===== src/rtl/borrow_lookahead_sub_pipe_pkg.sv =====
// Shared types for the pipelined borrow-lookahead subtractor.
// Stage bundles and the registered result layout live here.
package sub_pkg;

  localparam int WIDTH_DEF = 8;
  localparam int NIB_DEF   = 4;

  typedef logic [NIB_DEF-1:0] nib_t;

  typedef struct packed {
    nib_t diff_lo;
    logic br_mid;
    nib_t a_hi;
    nib_t b_hi;
  } s1_t;

  typedef struct packed {
    logic [WIDTH_DEF-1:0] diff;
    logic                 borrow_out;
    logic                 overflow;
    logic                 zero;
  } res_t;

endpackage


===== src/rtl/borrow_logic_nib.sv =====
// One lookahead group: difference bits plus flattened borrows.
// Every borrow is a two-level sum of products over g, p and br_in.
module borrow_logic_nib #(
  parameter int NIB = 4
) (
  input  logic [NIB-1:0] a,
  input  logic [NIB-1:0] b,
  input  logic           br_in,
  output logic [NIB-1:0] d,
  output logic           br_out,
  output logic           gg,
  output logic           gp
);

  logic [NIB-1:0] g;
  logic [NIB-1:0] p;
  logic [NIB:0]   br;
  logic [NIB:0]   gsum;
  logic           prod;
  logic           term;

  assign g = ~a & b;
  assign p = ~(a ^ b);

  // Expand each borrow into independent product terms, no ripple.
  always_comb begin
    br   = '0;
    gsum = '0;
    prod = 1'b0;
    term = 1'b0;
    br[0] = br_in;
    for (int i = 0; i < NIB; i++) begin
      prod = br_in;
      for (int j = 0; j <= i; j++) begin
        prod = prod & p[j];
      end
      gsum[i+1] = 1'b0;
      for (int k = 0; k <= i; k++) begin
        term = g[k];
        for (int j = k + 1; j <= i; j++) begin
          term = term & p[j];
        end
        gsum[i+1] = gsum[i+1] | term;
      end
      br[i+1] = gsum[i+1] | prod;
    end
  end

  assign d      = a ^ b ^ br[NIB-1:0];
  assign gg     = gsum[NIB];
  assign gp     = &p;
  assign br_out = br[NIB];

endmodule


===== src/rtl/borrow_lookahead_sub_pipe.sv =====
// Two-stage 8-bit subtractor D = A - B - Bin with valid/ready.
// Low group resolves in stage 1, high group and flags in stage 2.
module borrow_lookahead_sub_pipe
  import sub_pkg::*;
#(
  parameter int WIDTH = WIDTH_DEF,
  parameter int NIB   = NIB_DEF
) (
  input  logic             clk,
  input  logic             rst,
  input  logic             in_valid,
  output logic             in_ready,
  input  logic [WIDTH-1:0] a,
  input  logic [WIDTH-1:0] b,
  input  logic             bin,
  output logic             out_valid,
  input  logic             out_ready,
  output logic [WIDTH-1:0] diff,
  output logic             borrow_out,
  output logic             overflow,
  output logic             zero
);

  s1_t  s1_q, s1_d;
  res_t res_q, res_d;
  logic s1_valid_q;
  logic s2_valid_q;
  logic s1_adv, s2_adv;

  logic [NIB-1:0] d_lo, d_hi;
  logic           br_mid;
  logic           lo_gg, lo_gp;
  logic           hi_br, hi_gg, hi_gp;
  logic           unused_lo;
  logic           unused_hi;

  assign s2_adv   = !s2_valid_q || out_ready;
  assign s1_adv   = !s1_valid_q || s2_adv;
  assign in_ready = s1_adv;

  borrow_logic_nib #(.NIB(NIB)) u_lo (
    .a      (a[NIB-1:0]),
    .b      (b[NIB-1:0]),
    .br_in  (bin),
    .d      (d_lo),
    .br_out (br_mid),
    .gg     (lo_gg),
    .gp     (lo_gp)
  );

  assign unused_lo = lo_gg ^ lo_gp;

  borrow_logic_nib #(.NIB(NIB)) u_hi (
    .a      (s1_q.a_hi),
    .b      (s1_q.b_hi),
    .br_in  (s1_q.br_mid),
    .d      (d_hi),
    .br_out (hi_br),
    .gg     (hi_gg),
    .gp     (hi_gp)
  );

  assign unused_hi = hi_br;

  // Stage 1 bundle: low difference, mid borrow, upper operands.
  always_comb begin
    s1_d         = s1_q;
    s1_d.diff_lo = d_lo;
    s1_d.br_mid  = br_mid;
    s1_d.a_hi    = a[WIDTH-1:NIB];
    s1_d.b_hi    = b[WIDTH-1:NIB];
  end

  // Stage 2 result: full difference and flags from the high group.
  always_comb begin
    res_d            = res_q;
    res_d.diff       = {d_hi, s1_q.diff_lo};
    res_d.borrow_out = hi_gg | (hi_gp & s1_q.br_mid);
    res_d.overflow   = (s1_q.a_hi[NIB-1] != s1_q.b_hi[NIB-1])
                     && (d_hi[NIB-1] != s1_q.a_hi[NIB-1]);
    res_d.zero       = ~|{d_hi, s1_q.diff_lo};
  end

  // Stage 1 register: loads when it can hand its content onward.
  always_ff @(posedge clk) begin
    if (rst) begin
      s1_valid_q <= 1'b0;
      s1_q       <= '0;
    end else if (s1_adv) begin
      s1_valid_q <= in_valid;
      if (in_valid) begin
        s1_q <= s1_d;
      end
    end
  end

  // Stage 2 register: holds while the consumer stalls.
  always_ff @(posedge clk) begin
    if (rst) begin
      s2_valid_q <= 1'b0;
      res_q      <= '0;
    end else if (s2_adv) begin
      s2_valid_q <= s1_valid_q;
      if (s1_valid_q) begin
        res_q <= res_d;
      end
    end
  end

  assign out_valid  = s2_valid_q;
  assign diff       = res_q.diff;
  assign borrow_out = res_q.borrow_out;
  assign overflow   = res_q.overflow;
  assign zero       = res_q.zero;

endmodule

===== config.mk =====
export PLATFORM = sky130hd
export DESIGN_NAME = borrow_lookahead_sub_pipe
export DESIGN_NICKNAME = d
export VERILOG_FILES = /design/src/rtl/borrow_lookahead_sub_pipe_pkg.sv /design/src/rtl/borrow_logic_nib.sv /design/src/rtl/borrow_lookahead_sub_pipe.sv
export SDC_FILE = /design/constraint.sdc
export NUM_CORES = 1
export LEC_CHECK = 0
export ABC_AREA = 1
export BUFFER_PORTS_ARGS = -buffer_cell sky130_fd_sc_hd__buf_2
export CELL_PAD_IN_SITES_DETAIL_PLACEMENT = 1
export CELL_PAD_IN_SITES_GLOBAL_PLACEMENT = 2
export CORE_MARGIN = 5
export CORE_UTILIZATION = 31
export DETAILED_ROUTE_END_ITERATION = 8
export HOLD_SLACK_MARGIN = 0.03
export PLACE_DENSITY_LB_ADDON = 0.1
export SLEW_MARGIN = 10
export SYNTH_ARGS = -nofsm -noshare
export SYNTH_HDL_FRONTEND = slang
export SYNTH_SLANG_ARGS = --single-unit
export TNS_END_PERCENT = 1

===== constraint.sdc =====
create_clock -name clk -period 2.1 [get_ports clk]
set_input_delay 0 -clock clk [delete_from_list [all_inputs] [get_ports clk]]
set_output_delay 0 -clock clk [all_outputs]
set_load 0.01 [all_outputs]

==> results of run 1 <==
## logic make-up after synthesis
family          after synthesis
buf+inv                      30
simple gates                 63
flops                        26
xor+xnor                      1
fa+ha+maj                    12
compound gates               41
## metal layers
metal	vias to the layer above	track usage [%]
met3	4	2.54
met4	0	2.96
met1	538	16.7
met2	21	21.5
li1	646	-
met5	-	0
## flip-flops by register name (all words and copies together) (netlist names)
register,flops
overflow,1
s1_valid_q,1
zero,1
borrow_out,1
out_valid,1
res_d,4
s1_q,9
diff,8
## worst max-delay path, delay by kind of cell, from the launching register on
| family | cells | cell delay (ps) |
|---|---|---|
| and+or+nand+nor | 6 | 520 |
| adders and majority gates | 2 | 510 |
| DFF | 1 | 320 |
| AOI/OAI and AO/OA | 1 | 100 |
| buffers and inverters | 1 | 70 |
## worst max-delay path by stage
| stage | start | to | slack, ps | cells past startpoint |
|---|---|---|---|---|
| floorplan | s1_q[4]$_SDFFE_PP0P_ | zero$_SDFFE_PP0P_ | 670 | 10 |
| global placement | s1_q[4]$_SDFFE_PP0P_ | diff[7]$_SDFFE_PP0P_ | 590 | 11 |
| detailed placement | s1_q[4]$_SDFFE_PP0P_ | diff[7]$_SDFFE_PP0P_ | 550 | 11 |
| CTS | s1_q[4]$_SDFFE_PP0P_ | zero$_SDFFE_PP0P_ | 520 | 10 |
| global route | s1_q[4]$_SDFFE_PP0P_ | zero$_SDFFE_PP0P_ | 380 | 10 |
| finish | s1_q[4]$_SDFFE_PP0P_ | zero$_SDFFE_PP0P_ | 530 | 10 |
## stage by stage
step           hold slack [ps]  instance area [sq um]  util, %
2_1_floorplan              127                   1310        -
3_3_place_gp               247                   1500     37.2
3_5_place_dp               263                   1500     37.2
4_1_cts                    107                   1670     41.4
5_1_grt                    137                   1670     41.4
6_report                  96.8                   1670     41.4
## placed cells by master, fill, tap and decap left out
cell,count
a21oi_1,17
a21oi_2,1
a31oi_1,1
buf_2,33
bufinv_16,1
clkbuf_8,3
dfxtp_1,26
dlygate4sd3_1,10
fa_1,2
ha_1,10
inv_1,24
inv_2,2
nand2_1,27
nand2_2,2
nand3_1,9
nand3_2,1
nand3b_1,1
nand4_1,2
nor2_1,21
o21ai_0,22
xnor2_1,1
## area by class of cell
| class | instances | area share (%) |
|---|---|---|
| clock buffers | 3 | 2.47 |
| clock inverters | 1 | 1.80 |
| inverters | 26 | 5.85 |
| multi-input cells | 117 | 39.1 |
| flip-flops and latches | 26 | 31.2 |
| well taps | 50 | 3.75 |
| repair buffers | 43 | 15.9 |
## power breakdown
group | total [mW] | internal, mW | switching (mW)
registers | 0.549 | 0.530 | 0.0193
logic | 0.247 | 0.105 | 0.142
clock network | 0.423 | 0.255 | 0.168
## synth_stat cells, types with 2 or more instances
cell      n  area (sq um)
nand2_1  27           101
dfxtp_1  26           521
inv_1    24          90.1
o21ai_0  22           110
nor2_1   21          78.8
a21oi_1  17          85.1
ha_1     10           125
nand3_1   9          45.0
buf_6     2          22.5
fa_1      2          40.0
inv_2     2          7.51
nand2_2   2          12.5
nand4_1   2          12.5
==> results.txt, run 1 <==
The most used cell along the critical path was nand2_1. Max-cap violations in this run came to 0. The time the final worst path needs with I/O delays and setup is 1570 ps, and the remaining antenna violation count is 0. The number of setup violations in the final report was 0; the area of the core was 4030 sq um.

The run gives 0 as the number of antenna violations at the first check in global routing. In this run, synthesis inferred 0 flip-flops with an integrated enable. The number of cells traversed by the worst hold path is 3, and the period utilization is 74.6%. The basic-gate share of the synthesized area counting and, or, nand and nor cells came out at 20.5%. Data on the critical path arrives at its endpoint at 1780 ps. The number of global-route vias before repair came out at 1,262. In this run the tightest slew margin relative to its limit is 65.5%. The die covers 5610 sq um. The endpoint required time on the critical path was 2320 ps. Dividing the detail-routed wire length by the instance count gives 11.8 um. End of the worst register-to-register path: zero$_SDFFE_PP0P_.

Summing the sequential cell areas from Yosys gives 39.9% of the chip area. Registers take 520 sq um. The CTS root buffer was clkbuf_8. Synthesis produced a netlist with a net count of 206. In the final design database the tool counted 250 nets.

The post-synthesis share of cell area spent on full adders, half adders and majority gates was 12.7%; the delay contributed by the slowest stage of the critical path was 320 ps. After detailed routing, the number of remaining DRC violations is 0. After floorplanning, the core was divided into 23 placement rows.

The timing-limited maximum frequency is 638 MHz, and the die extent in y is 74.9 um. The insertion delay of the later-clocked pin in the worst-skew pair is 270 ps. The clock passes through at most 2 buffers. Compared with the post-synthesis result, the final layout area differs by 27.9%. The number of CTS-inserted buffers was 3.

The path type of the worst setup path was flip-flop to flip-flop. The mapped netlist covers 1310 sq um. The tools report the sum of routed wire length over all layers as 3140 um. The worst hold path belongs to the class input port to flip-flop. During placement, the flow inserted port buffers numbering 33.

The critical path goes through inv_1 -> ha_1 -> ha_1 -> nand2_1 -> nand3_1 -> nand2_1 -> nand2_1 -> nor2_1 -> nand2_1 -> a21oi_2. 0 antenna diodes ended up in the layout. Routability-driven placement finished with a final weighted congestion of 0.755.

The logs give 252 for the cell count after placement and 4 for the number of detailed-route iterations in the first pass. The routed layout has 1,209 vias. Of all nets on the critical path, the largest fanout is 3.

The design draws 1.22 mW. After layout, the worst setup slack is 533 ps. Between clock sinks in the finished design, the worst skew comes to 3.26 ps. After synthesis, the share of flip-flops with an asynchronous set or reset is 0%. The tree built by TritonCTS fans out to 26 sinks. The flow ran to the end, and the final reports show no timing, DRC or antenna violations. The top routing layer in use is met4. Once the floorplan was initialized, standard cells occupied 32.4% of the core.

For this design the ratio of total power to cell area is 731 nW/um^2. After synthesis, the largest family of logic cells by area is simple AND/OR/NAND/NOR gates. TritonCTS built the clock tree. Detailed routing placed a total of 135 um of wire on met3. The average vias per placed instance works out to 4.55. The maximum level of the CTS H-tree is 1. Of the total synthesized cell area, the portion taken by XOR and XNOR cells is 0.671%. The floorplan step set the die width to 74.9 um.

The run gives 1450 um as the amount of wire on met2 after detailed routing. Summed over all layers, the global routing overflow is 0. The run gives 34 as the I/O pin count.

In the synthesized netlist, mux cells make up 0% of the area. Summing the areas of all compound-gate instances in the mapped netlist gives 16.1% of the synthesized area. The worst-case IR drop observed on VDD is 307 uV. For this block, wires on met1 add up to 1530 um.

The reg-to-reg setup timing slack came out at 530 ps. The Yosys step of the flow raised 0 warnings. Summing all multi-input logic gate instances after layout gives 652 sq um. The worst reg2reg path startpoint is s1_q[4]$_SDFFE_PP0P_. The pre-CTS setup slack was 549 ps. Counting the fill cells in the layout gives 526. Entering global routing, the biggest net connects 20 pins. STA classifies the critical path startpoint as a flip-flop.

Setup repair after global routing left no endpoint under its margin. The final count of hold timing violations is 0. The worst setup path is captured at a flip-flop. The number of buffers inserted by post-CTS setup repair was 0; the share of final-layout standard cells stronger than drive strength 1 was 19.9%. The first routing iteration left 16 violations.

The half-perimeter wire length after placement is 2430 um. The most used flip-flop cell after synthesis is dfxtp_1. In the final timing run, aggregate negative setup slack is 0 ps. The logs give 12.7% for the overall global routing resource usage and 20 for the number of distinct library cell variants in the gate-level netlist after synthesis.

The run gives 173 as the cell count after synthesis. The tools report the sink of the worst hold path as res_d[3]$_SDFFE_PP0P_. The tools report the number of standard cells in the final layout excluding fillers as 266.

The first global-routing pass estimated 5600 um of wire. In this run, post-CTS hold repair placed 10 buffers. Once the clock tree was built, the resizer swapped 0 gates to a different size. The synthesized design contains 26 register bits.

The number of max-slew violations in the final report was 0; the leakage power was 0.847 nW. The startpoint of the tightest hold check path is bin. For the pin with the worst max-slew slack, the measured transition is 517 ps.

Measured in cells, the most critical reg-to-reg path has a length of 10. The standard cell with the maximum stage delay on the critical path is dfxtp_1. The clock input transition at the sequential cells of the worst setup and hold paths is 100 ps, and the average cell area after synthesis is 7.54 sq um.
Power figures use the tool's default switching activity.
==> run 2: changes to the inputs <==
Settings changed: CORE_UTILIZATION 31 to 28.
Clock period 2.1 ns to 1.5 ns, I/O delays scaled along.
==> results.txt, run 2 (same netlist as run 1, synthesis figures left out) <==
The run finished with clean final reports. The arrival time at the worst endpoint came out at 1690 ps (-90 ps). The horizontal extent of the die was 78.3 um (+4.5%). The insertion delay of the later-clocked pin in the worst-skew pair was 270 ps (about the same).

Grouping stages by cell kind, the critical path spends the most delay in adder cells. Ranked by flip-flop count, first place goes to s1_q. The I/O pin count is 34 (unchanged).

The logs give 1 (unchanged) for the maximum level of the CTS H-tree and 1,305 (+3.4%) for the number of global-route vias before repair. The global route total overflow is 0 (unchanged), and the endpoint required time on the critical path is 1710 ps (-610 ps). TritonCTS built the clock tree.

The worst hold path begins at rst. For the maximum clock skew at final layout, the log shows 2.96 ps (-0.299 ps). Walking the worst path, the cells encountered are fa_1 -> nand3_1 -> nor2_1 -> nand2_1 -> nor2_2 -> nand2_1 -> a21oi_2. The total via count after detailed routing came out at 1,253 (+3.6%). The critical path is of the flip-flop to flip-flop type. The sum of negative setup slack is 0 ps (unchanged).

The logs give 38.7% (-2.7 points) for the core occupancy in the finished layout and 0 (unchanged) for the number of setup violations in the final report. The run gives 4 (unchanged) as the number of detailed-route iterations in the first pass. The worst setup path is launched from a flip-flop. The period utilization was 98.5% (+24 points); the final count of hold timing violations was 0 (unchanged).

The library cell used most frequently in the layout, excluding fill and tap cells, is buf_2. The total power is 1.61 mW (+32%). The tools report the area of the core as 4440 sq um (+10%). The top fanout value on the critical path works out to 3 (unchanged).

The total die area was 6130 sq um (+9.3%). The combined buffer and inverter count along the critical path works out to 0 (-1). The die extent in y is 78.3 um (+4.5%).

The transition at the pin with the smallest max-transition slack came out at 504 ps (-12.7 ps). The tools report the buffer depth of the longest clock path as 2 (unchanged). Total of buffers placed on input and output ports: 33 (unchanged). The average wire per cell in the routed design was 12.5 um (+5.9%).

The largest individual stage delay along the critical path comes from the cell fa_1. The number of antenna repair diodes came out at 0 (unchanged). The top cell types in the final layout, fill and taps aside, are buf_2, nand2_1, dfxtp_1, inv_1, o21ai_0. The pin count of the biggest net entering global routing was 20 (unchanged); the number of CTS-inserted buffers was 3 (unchanged).

The tools report the half-perimeter wire length after placement as 2660 um (+9.6%). The worst register-to-register path begins at s1_q[0]$_SDFFE_PP0P_. The total power per unit cell area works out to 933 nW/um^2 (+28%). The sum of routed wire length over all layers is 3410 um (+8.3%), and the delay contributed by the slowest stage of the critical path is 560 ps (+240 ps). For the number of antenna violations at the first check in global routing, the log shows 0 (unchanged). The leakage power was 0.867 nW (+2.4%); the time the final worst path needs with I/O delays and setup was 1480 ps (-90.0 ps). The most critical setup path has its startpoint at s1_q[0]$_SDFFE_PP0P_. Remaining antenna violation count: 0 (unchanged). The max-slew headroom at the worst pin is 66.3% (+0.85 points), and the average vias per placed instance is 4.61 (+1.4%). For the number of standard cells in the final layout excluding fillers, the log shows 272 (+2.3%). The nature of the critical path endpoint is a flip-flop. The peak supply drop was 371 uV (+21%). The cell sitting at the root of the clock tree is a clkbuf_8. For the cell count after placement, the log shows 257 (+2.0%). The final layout net count was 254 (+1.6%). The count of unresolved DRC violations after routing is 0 (unchanged), and the clock input transition at the sequential cells of the worst setup and hold paths is 90 ps (about the same). The flip-flop count of the largest register, all copies and words added was 9 (unchanged).

The run gives 677 MHz (+6.1%) as the timing-limited maximum frequency. Setup repair after global routing could not meet its margin everywhere. The count of clock tree sinks is 26 (unchanged).

The run gives 11.7% (-1.0 points) as the overall global routing resource usage. In this run the worst hold path is classified as input port to flip-flop. The last weighted congestion value of the routability-driven placer was 0.702 (-7.0%); the number of max-slew violations in the final report was 0 (unchanged). The standard-cell row count is 24 (+4.3%), and the share of final-layout standard cells stronger than drive strength 1 is 25.0% (+5.1 points). The most numerous cell type found on the critical path is nand2_1.

From synthesis to final layout, the design area changed by 31.8%. The effective utilization at floorplan is 29.4% (-3.0 points). The wire length of the first global-routing pass is 5710 um (+2.0%), and the max capacitance violation total is 0 (unchanged). Detailed router's first-iteration violation count: 35 (+19).
## run 2: timing repair
item                       4_1_cts  5_1_grt
setup endpoints to repair        4        4
hold buffers                    11        0
hold endpoints to repair        11        0
buffers inserted                 0        0
resized for setup                3        7
## run 2: per-stage QoR
stage	instance area (sq um)	setup WS [ps]	hold WS (ps)
2_1_floorplan	1310	72.5	127
3_3_place_gp	1520	-23.1	247
3_5_place_dp	1520	-80.2	266
4_1_cts	1700	-22.5	89.8
5_1_grt	1720	-101	103
6_report	1720	23.1	84.6
## run 2: metal layers
layer	track usage (%)	vias to the layer above	routed length, um
met1	13.7	579	1530
met4	6.29	0	62
li1	-	649	-
met2	20.2	19	1680
met5	0	-	0
met3	2.06	6	131
## run 2: layout make-up
| class | count | area [sq um] |
|---|---|---|
| Clock buffer | 4 | 55.1 |
| Fill cell | 557 | 2720 |
| Inverter | 26 | 100 |
| Multi-Input combinational cell | 117 | 679 |
| Sequential cell | 26 | 523 |
| Tap cell | 52 | 65.1 |
| Timing Repair Buffer | 47 | 298 |
## run 2: final timing paths
path / to / slack, ps / cells after the start
setup / recovery: zero$_SDFFE_PP0P_ / 20 / 7
hold / removal: diff[7]$_SDFFE_PP0P_ / 80 / 4
setup reg to reg: zero$_SDFFE_PP0P_ / 20 / 7
hold reg to reg: s1_q[5]$_SDFFE_PP0P_ / 470 / 2
## run 2: worst min-delay path: stages
cell,delay [ps]
buf_2,170
nor2_1,70
nand2_1,50
inv_1,30
## run 2: power breakdown
part	internal [mW]	switching (mW)	leakage [nW]	total, mW
clock	0.235	0.225	0.0288	0.460
sequential	0.743	0.0295	0.216	0.773
combinational	0.163	0.210	0.623	0.373
total	1.14	0.464	0.867	1.61
==> run 3: changes to the inputs <==
Settings changed: MAX_ROUTING_LAYER from default to met4.
==> results.txt, run 3 (same netlist as run 1, synthesis figures left out) <==
The flow ran to the end, and the final reports show no timing, DRC or antenna violations. The area of the core was 4440 sq um (unchanged). The sequential power share is 48.1% (about the same).

The path type of the worst setup path was flip-flop to flip-flop. The peak supply drop came out at 371 uV (about the same). The standard-cell row count was 24 (unchanged). The number of antenna repair diodes came out at 0 (unchanged). Total of buffers placed on input and output ports: 33 (unchanged). The detailed router's first-iteration violation count is 44 (+26%), and the max capacitance violation total is 0 (unchanged).

The worst setup path is captured at a flip-flop. Counting flops per register, the top entry is s1_q. The type of origin of the critical path was a flip-flop. The global route total overflow is 0 (unchanged), and the maximum clock skew at final layout is 3.09 ps (+0.131 ps). For the number of global-route vias before repair, the log shows 1,298 (-0.54%).

The logs give 20 (unchanged) for the pin count of the biggest net entering global routing and 677 MHz (about the same) for the timing-limited maximum frequency. The tools report the post-route met1 wirelength as 1530 um (+0.20%). The reg-to-reg setup timing slack came out at 20 ps (about the same). Leakage power: 0.867 nW (unchanged).

For the final count of hold timing violations, the log shows 0 (unchanged). The area overhead of the layout relative to synthesis is 31.8% (unchanged). The share of final-layout standard cells stronger than drive strength 1 works out to 25.0% (unchanged). The cell count after placement is 257 (unchanged), and the horizontal extent of the die is 78.3 um (unchanged). The average wire per cell in the routed design is 12.5 um (-0.32%), and the sum of routed wire length over all layers is 3390 um (-0.32%).

The time the final worst path needs with I/O delays and setup works out to 1480 ps (-0.0991 ps). The detailed-routed wire length on met3 was 117 um (-11%). The run gives 28.7% (about the same) as the fraction of power consumed by the clock network. The last weighted congestion value of the routability-driven placer is 0.710 (+1.1%). The run gives 270 ps (about the same) as the insertion delay of the later-clocked pin in the worst-skew pair. The top cell types in the final layout, fill and taps aside, are buf_2, nand2_1, dfxtp_1, inv_1, o21ai_0. The pre-CTS setup slack was -80.2 ps (unchanged); the fraction of power consumed by combinational cells was 23.2% (about the same). For the number of CTS-inserted buffers, the log shows 3 (unchanged). The buffer depth of the longest clock path is 2 (unchanged).

Setup repair after global routing could not meet its margin everywhere. The startpoint of the tightest hold check path is rst. The count of clock tree sinks is 26 (unchanged). Effective utilization at floorplan: 29.4% (unchanged). The clock input transition at the sequential cells of the worst setup and hold paths was 90 ps (about the same); the number of cells on the worst reg-to-reg path was 7 (unchanged). The run gives 1.14 mW (about the same) as the internal power. Leaving out fill and tap cells, the most frequent cell in the layout is buf_2. The switching part of the total was 28.9% (about the same); the amount of wire on met2 after detailed routing was 1680 um (unchanged). The number of cells traversed by the worst hold path was 4 (unchanged). TritonCTS built the clock tree. The average vias per placed instance was 4.60 (about the same). The max-slew headroom at the worst pin came out at 67.0% (+0.63 points). The remaining antenna violation count is 0 (unchanged). The worst register-to-register path begins at s1_q[0]$_SDFFE_PP0P_. The final worst-path setup slack was 23.2 ps (+0.0991 ps).

Period utilization: 98.5% (about the same). Count of unresolved DRC violations after routing: 0 (unchanged). The number of setup violations in the final report came out at 0 (unchanged). The sink of the worst hold path is diff[7]$_SDFFE_PP0P_. The run gives 5720 um (+0.25%) as the wire length of the first global-routing pass. The tools report the CTS root buffer as clkbuf_8.

The number of standard cells in the final layout excluding fillers was 272 (unchanged); the sum of negative setup slack was 0 ps (unchanged). The I/O pin count was 34 (unchanged). The highest metal layer carrying signal wires in the routed design is met4. The net switching power came out at 0.464 mW (-0.13%). The class of the tightest hold or removal check is input port to flip-flop. The endpoint identified for the worst register-to-register timing path is zero$_SDFFE_PP0P_.

The run gives 0 (unchanged) as the number of max-slew violations in the final report. The flip-flop count of the largest register, all copies and words added came out at 9 (unchanged). The overall global routing resource usage was 12.0% (+0.37 points); the total die area was 6130 sq um (unchanged).

The transition at the pin with the smallest max-transition slack was 495 ps (-9.43 ps); the arrival time at the worst endpoint was 1690 ps (about the same). The die extent in y was 78.3 um (unchanged). The number of detailed-route iterations in the first pass came out at 4 (unchanged). The total power per unit cell area works out to 933 nW/um^2 (about the same). The number of antenna violations at the first check in global routing came out at 0 (unchanged).

The final layout net count is 254 (unchanged). The tools report the total via count after detailed routing as 1,252 (-0.080%). The total of fill cells in the finished design was 557 (unchanged); the top fanout value on the critical path was 3 (unchanged). For the endpoint required time on the critical path, the log shows 1710 ps (about the same). The half-perimeter wire length after placement was 2660 um (unchanged).

The maximum level of the CTS H-tree is 1 (unchanged).
==> run 3: cell counts in the layout (fill, tap and decap cells not counted) <==
Identical to the previous run, type by type.
==> run 3: area by class of cell <==
cell class                      instances  area [sq um]  area share (%)
Tap cell                               52          65.1            3.78
Multi-Input combinational cell        117           679            39.5
Inverter                               26           100            5.82
Clock buffer                            4          55.1            3.20
Timing Repair Buffer                   47           298            17.3
Sequential cell                        26           523            30.4
==> run 3: per-layer routing <==
layer,GRT usage [%],vias to the layer above
met5,-,-
met4,6.29,0
met3,1.83,6
met2,20.1,19
met1,13.9,577
li1,-,650
==> run 3: worst max-delay path: stages, from the launching register on <==
cell and delay [ps]:
dfxtp_2 360, fa_1 560, nand3_1 80, nor2_1 100, nand2_1 70, nor2_2 80
nand2_1 60, a21oi_2 110
==> run 3: worst max-delay path by stage <==
stage | depth (start not counted) | from | slack [ps] | to
2_1_floorplan | 10 | s1_q[4]$_SDFFE_PP0P_ | 70 | zero$_SDFFE_PP0P_
3_3_place_gp | 11 | s1_q[4]$_SDFFE_PP0P_ | -20 | diff[7]$_SDFFE_PP0P_
3_5_place_dp | 10 | s1_q[4]$_SDFFE_PP0P_ | -80 | zero$_SDFFE_PP0P_
4_1_cts | 10 | s1_q[4]$_SDFFE_PP0P_ | -20 | zero$_SDFFE_PP0P_
5_1_grt | 7 | s1_q[0]$_SDFFE_PP0P_ | -100 | zero$_SDFFE_PP0P_
6_report | 7 | s1_q[0]$_SDFFE_PP0P_ | 20 | zero$_SDFFE_PP0P_
==> run 3: power groups by stage <==
stage                     Combinational, mW  Sequential, mW  Clock [mW]
after floorplan                       0.222           0.792           0
after global placement                0.338           0.784           0
after detailed placement              0.345           0.786           0
after CTS                             0.373           0.772       0.476
after global routing                  0.431           0.779       0.512
final                                 0.372           0.773       0.460
==> run 3: metrics by stage <==
| step | hold slack [ps] | instance area (sq um) | utilization (%) | power (mW) |
|---|---|---|---|---|
| after global routing | 103 | 1720 | 38.7 | 1.72 |
| after global placement | 247 | 1520 | 34.3 | 1.12 |
| final | 83.0 | 1720 | 38.7 | 1.60 |
| after detailed placement | 266 | 1520 | 34.3 | 1.13 |
| after CTS | 89.8 | 1700 | 38.3 | 1.62 |
| after floorplan | 127 | 1310 | - | 1.01 |
==> run 3: repair_timing <==
item / in CTS / in global routing
hold buffers: 11 / 0
resized for setup: 3 / 7
cloned: 0 / 0
setup endpoints to repair: 4 / 4
buffers inserted: 0 / 0
hold endpoints to repair: 11 / 0
